### src/rtl/multi_debounce.sv
// Multi-channel input synchroniser and debouncer with registered rise/fall strobes.
// Each channel's output follows its synchronised input only after STABLE_CYCLES consecutive mismatches.
module multi_debounce #(
    parameter int unsigned CHANNELS      = 4,
    parameter int unsigned SYNC_STAGES   = 2,
    parameter int unsigned COUNT_WIDTH   = 16,
    parameter int unsigned STABLE_CYCLES = 1000,
    parameter logic        RESET_LEVEL   = 1'b0
) (
    input  logic                clk,
    input  logic                rst_n,
    input  logic                enable,
    input  logic [CHANNELS-1:0] signalIn,
    output logic [CHANNELS-1:0] signalOut,
    output logic [CHANNELS-1:0] rise_pulse,
    output logic [CHANNELS-1:0] fall_pulse
);

    localparam logic [COUNT_WIDTH-1:0] TERMINAL = COUNT_WIDTH'(STABLE_CYCLES - 1);

    if (STABLE_CYCLES < 1 || 64'(STABLE_CYCLES) > (64'd1 << COUNT_WIDTH)) begin : g_bad_stable
        $error("multi_debounce: STABLE_CYCLES must lie in 1 .. 2**COUNT_WIDTH");
    end

    logic [CHANNELS-1:0]    sync_q [SYNC_STAGES];
    logic [CHANNELS-1:0]    sync;
    logic [COUNT_WIDTH-1:0] cnt_q  [CHANNELS];
    logic [COUNT_WIDTH-1:0] cnt_d  [CHANNELS];
    logic [CHANNELS-1:0]    out_d;
    logic [CHANNELS-1:0]    rise_d;
    logic [CHANNELS-1:0]    fall_d;

    // Synchroniser chain runs independently of enable.
    always_ff @(posedge clk) begin
        if (!rst_n) begin
            for (int unsigned s = 0; s < SYNC_STAGES; s++) begin
                sync_q[s] <= {CHANNELS{RESET_LEVEL}};
            end
        end else begin
            sync_q[0] <= signalIn;
            for (int unsigned s = 1; s < SYNC_STAGES; s++) begin
                sync_q[s] <= sync_q[s-1];
            end
        end
    end

    assign sync = sync_q[SYNC_STAGES-1];

    // Per channel: match clears the count, terminal count flips the output and fires a strobe.
    always_comb begin
        cnt_d  = cnt_q;
        out_d  = signalOut;
        rise_d = '0;
        fall_d = '0;
        for (int unsigned i = 0; i < CHANNELS; i++) begin
            if (!enable || (sync[i] == signalOut[i])) begin
                cnt_d[i] = '0;
            end else if (cnt_q[i] == TERMINAL) begin
                cnt_d[i]  = '0;
                out_d[i]  = sync[i];
                rise_d[i] = sync[i];
                fall_d[i] = ~sync[i];
            end else begin
                cnt_d[i] = cnt_q[i] + COUNT_WIDTH'(1);
            end
        end
    end

    always_ff @(posedge clk) begin
        if (!rst_n) begin
            for (int unsigned i = 0; i < CHANNELS; i++) begin
                cnt_q[i] <= '0;
            end
            signalOut  <= {CHANNELS{RESET_LEVEL}};
            rise_pulse <= '0;
            fall_pulse <= '0;
        end else begin
            cnt_q      <= cnt_d;
            signalOut  <= out_d;
            rise_pulse <= rise_d;
            fall_pulse <= fall_d;
        end
    end

endmodule

### config.mk
export PLATFORM = sky130hd
export DESIGN_NAME = multi_debounce
export DESIGN_NICKNAME = d
export VERILOG_FILES = /design/src/rtl/multi_debounce.sv
export SDC_FILE = /design/constraint.sdc
export NUM_CORES = 1
export LEC_CHECK = 0
export BUFFER_PORTS_ARGS = -buffer_cell sky130_fd_sc_hd__buf_2
export CAP_MARGIN = 20
export CORE_ASPECT_RATIO = 1.4
export CORE_MARGIN = 3
export CORE_UTILIZATION = 30
export DETAILED_ROUTE_END_ITERATION = 16
export GPL_ROUTABILITY_DRIVEN = 0
export MAX_ROUTING_LAYER = met4
export SETUP_SLACK_MARGIN = 0.15
export SKIP_CTS_REPAIR_TIMING = 1
export SYNTH_ARGS = -nofsm -noshare
export SYNTH_HDL_FRONTEND = slang
export SYNTH_SLANG_ARGS = --single-unit
### constraint.sdc
create_clock -name clk -period 2.2 [get_ports clk]
set_input_delay 0.11 -clock clk [delete_from_list [all_inputs] [get_ports clk]]
set_output_delay 0.11 -clock clk [all_outputs]
set_load 0.02 [all_outputs]
## Yosys cells after proc, flatten, opt, wreduce, memory -nomap -nowiden

Memory sizes are Yosys's and may differ from the RTL's.
Cells that the tools add are included.

- Eq/ne operators: 8
- Mux-type cells: 4
- Add/subtract/negate cells: 4
- Bitwise operators: 15
- Magnitude comparators: 0
- Reduce and logical (&&, ||, !) cells: 17
- Shifts and indexed selects: 0
- Divide/modulo/power cells: 0
- Multipliers: 0

Operator list:

| kind | number |
|---|---|
| adder 16 x 1 -> 16 bit (second input constant) | 4 |
| == test 16 x 10 -> 1 bit (second input constant) | 4 |
| OR reduction 3 bit | 8 |
| NOT 1 bit | 13 |
| 2-to-1 mux 4 bit | 2 |
| AND reduction 2 bit | 4 |
| == test 1 bit | 4 |
| logical OR 1 bit | 4 |
| 2-to-1 mux 1 bit | 2 |
| OR 1 bit | 2 |
| logical NOT 1 bit | 1 |

- Latch bits: 0
- Bits in read-only memories: 0
- Bits in writable memories: 8
- Register bits after elaboration: 76
- Bits of input ports: 7
- Memories kept: 1

Memories:

| name | words | bits a word | read ports | clocked after memory_dff | write ports | RTL line | source |
|---|---|---|---|---|---|---|---|
| sync_q | 2 | 4 | 2 | 0 | 2 | 25 | `logic [CHANNELS-1:0] sync_q [SYNC_STAGES];` |

## Depth between registers and ports, before layout

- Depth after elaboration: 4
- Gate-level depth with buffers: 7
- Gate-level depth less buffers: 5

## Least setup slack after synthesis

OpenSTA, ideal clock, no wires.

- Kind: register -> register
- From: register cnt_q[32] (netlist bit)
- To: register cnt_q[46] (netlist bit)
- Buffers on the path: 2
- Period minus slack after synthesis: 1.892 ns
- Cell stages (with the launch flop): 8
- Required time: 2.085 ns
- Setup slack: 0.308 ns
- Arrival: 1.777 ns
- Setup time: 0.115 ns
- Cell sequence: dfxtp_1 -> ha_1 -> or4bb_1 -> nor4_4 -> or3_1 -> buf_6 -> buf_12 -> nor2_1

- Cells in the longest elaborated chain, start to end: 2
- Elaborated cells on any way between the ends: 3
- Classes of those cells: add/sub: 1; eq/ne: 1; reduce/logical: 1

RTL lines:

| item | RTL line | source |
|---|---|---|
| start, declared | 27 | `logic [COUNT_WIDTH-1:0] cnt_q [CHANNELS];` |
| start signal, assigned | 78 | `cnt_q <= cnt_d;` |
| parallel branches: the longest is 2 deep, another holds adder 16 x 1 -> 16 bit | n/a |  |

Parallel ways; which one is timed is not known.
A chain may end at the register's enable or synchronous reset.

## Worst setup path in the final report

- From: register cnt_q[33] (netlist bit)
- To: register cnt_q[34] (netlist bit)

Same word-level chain as after synthesis.

==> results by group <==
Run status
  – Status: complete, but fails checks
  – Failing checks: hold timing

Cells and area
  – Design area: 0.004106 mm²
  – Non-filler instance count after layout: 557
  – Footprint of the multi-input gates: 0.001780 mm²
  – Register Area: 0.001683 mm²
  – Fillers: 1176
  – Antenna cells: 0
  – Area grow syn2layout: 14.00%
  – Nets: 419
  – Share of layout cells above drive strength 1: 0.1259

Clock tree
  – # clock sinks: 84
  – CTS Buf Count: 9
  – Clk_lat worst skew: 330 ps
  – Root Buffer: clkbuf_16
  – Max clock buf depth: 2
  – H-tree depth: 3
  – CTS tree: yes
  – Clock transition at the registers of the reported paths: 60 ps

Logic synthesis
  – Synth top area share: 0.4668
  – Syn_nets: 397
  – Synth top cells by count: dfxtp_1, nor2_1, xnor2_1
  – Mean Syn Cell Area: 9.332 µm²
  – Synth Flop Type: dfxtp_1
  – Post-Synthesis Cells: 386
  – Sequential share of the synthesized area: 0.4668
  – Synth top area cells: dfxtp_1, xnor2_1, nor2_1, xor2_1, nand3_1
  – EDFF count, synth: 0
  – Number of synthesized register bits: 84
  – Synth area leader: dfxtp_1
  – Synth cell types: 40
  – Mapped cell area: 0.003602 mm²
  – Cell with the most instances after synthesis: dfxtp_1
  – Synth Warn #: 0
  – Asr flop ratio synth: 0

Hold path
  – Hold Path Stages: 2
  – Worst min-delay path category: primary input to register
  – Critical hold path startpoint: signalIn[2]
  – End point of the worst hold path: sync_q[0][2]

Timing
  – Crit path time final: 1937 ps
  – Worst Slack Setup Final: 263.3 ps
  – Worst slew pin tran: 425.8 ps
  – Clk_skew: 7.396 ps
  – Max_slew headroom: 0.7135
  – Final hold vios: 2
  – Hold_ws: -12.96 ps
  – Part of the cycle the worst path needs: 0.8803
  – FMAX: 516.4 MHz
  – RSZ-0062 raised after global routing: false
  – Final setup violation count: 0
  – Fin. max-slew vios: 0
  – Post-Route Setup TNS: 0 ps

Detailed routing
  – Via count: 2657
  – WL per Instance: 11.69 µm
  – DR WL met2: 3142 µm
  – ANT nets after route: 0
  – Via density: 4.770
  – DR pass1 iterations: 4
  – Initial DRC Count: 89
  – Residual DRC: 0
  – Wire length on met1: 3084 µm
  – Met3 routed WL: 187 µm
  – Max layer used: met4
  – Routed WL: 6511 µm

Setup path
  – Cell family with most CP delay: simple AND/OR/NAND/NOR gates
  – Buf/Inv on CP: 1
  – Max FO, Critical Path: 16
  – Crit path required time: 2420 ps
  – CP max stage cell: or4bb_4
  – Worst Setup Start Kind: register
  – Path depth of the worst reg2reg path: 6
  – Reg2Reg Setup Slack: 260 ps
  – Max stage delay on crit path: 540 ps
  – Worst r2r src: cnt_q[33]
  – Crit-path cells: ha_4 -> or4bb_4 -> nor4_4 -> or3_1 -> buf_6 -> nor2_1
  – Worst Setup SP: cnt_q[33]
  – Worst EP arrival: 2160 ps
  – Kind of critical path: register to register
  – Worst setup EP type: register
  – Worst reg2reg path endpoint: cnt_q[34]

Placed design
  – Port bufs: 18
  – Post-DP HPWL: 4490 µm
  – Post-Place Cells: 540
  – Setup WS pre-CTS: 196.4 ps
  – Post-DP Area: 0.003799 mm²

GRT
  – Largest net degree at the start of global routing: 20
  – Initial antenna violation count: 0
  – First-pass GRT wire length: 11570 µm
  – Vias in the first global route: 2569
  – GRT Overall Usage: 0.1074
  – Total grt overflow: 0

Power and ir drop
  – Leak: 1.237 nW
  – Overall Power: 2.950 mW
  – Worst vdd ir: 0.0004175 V
  – Power Dens Cells: 718.4 mW/mm²

Floorplanning
  – Die ar.: 0.01338 mm²
  – FP Rows: 46
  – Chip Height: 135.7 µm
  – Die width: 98.61 µm
  – Initial Util: 0.3129
  – IO Count: 19
  – Core Area: 0.01151 mm²

Flow run
  – Max Cap Viol: 0
## per-layer routing
| metal | track usage | vias up |
|---|---|---|
| li1 | - | 1373 |
| met1 | 0.1292 | 1237 |
| met2 | 0.1719 | 40 |
| met3 | 0.02679 | 7 |
| met4 | 0.04404 | 0 |
| met5 | - | - |
## where the power goes
part / internal, mW / switching (mW)
Sequential: 1.53 / 0.00527
Clock: 0.768 / 0.614
Combinational: 0.0153 / 0.0187
Total: 2.31 / 0.638
## cell families (layout without fill, tap and decap cells)
logic type / after synthesis / count (layout) / synth area share
muxes: 1 / 1 / 0.002779
adders and majority gates: 4 / 4 / 0.01389
buffers and inverters: 24 / 51 / 0.04342
and+or+nand+nor: 205 / 205 / 0.3119
xor gates and xnor gates: 58 / 58 / 0.1410
AOI/OAI and AO/OA: 10 / 10 / 0.02015
DFF: 84 / 84 / 0.4668
## worst register-to-register path, cell delays in order, from the launching register on
cell and delay (ps):
dfxtp_1 370, ha_4 170, or4bb_4 540, nor4_4 350, or3_1 170, buf_6 160, nor2_1 70
## layout by cell type (no fill, tap or decap), drive strengths merged, types with 3 or more instances in the layout
cell and instances:
a21oi 4, and2 9, and4 3, buf 24, clkbuf 9, clkinv 4
dfxtp 84, ha 4, inv 11, nand2 20, nand3 25, nand4 17
nor2 68, nor3 13, nor3b 8, nor4 20, or3 5, or4 7
xnor2 43, xor2 15
## metrics by stage
stage / hold slack, ps / util
after global routing: 0.009437 / 0.3567
after detailed placement: 319.3 / 0.3300
after CTS: -24.02 / 0.3540
final: -12.96 / 0.3567
after floorplan: 237.3 / -
after global placement: 315.6 / 0.3300
## cell type report
| type | count | share of cell area |
|---|---|---|
| flip-flops and latches | 84 | 0.4098 |
| clock inverters | 7 | 0.01249 |
| clock buffers | 9 | 0.05484 |
| repair buffers | 25 | 0.03626 |
| inverters | 10 | 0.009141 |
| well taps | 144 | 0.04388 |
| multi-input cells | 278 | 0.4336 |
## worst max path at each step
stage          cells past startpoint        end
4_1_cts                            6  cnt_q[46]
3_5_place_dp                       6  cnt_q[46]
2_1_floorplan                      7  cnt_q[46]
6_report                           6  cnt_q[34]
3_3_place_gp                       6  cnt_q[45]
5_1_grt                            6  cnt_q[40]
## sequential cells by signal, summed over array words and instances (netlist names)
name        flops
cnt_q          64
fall_pulse      4
signalOut       4
rise_pulse      4
sync_q          8
Power figures use the tool's default switching activity.
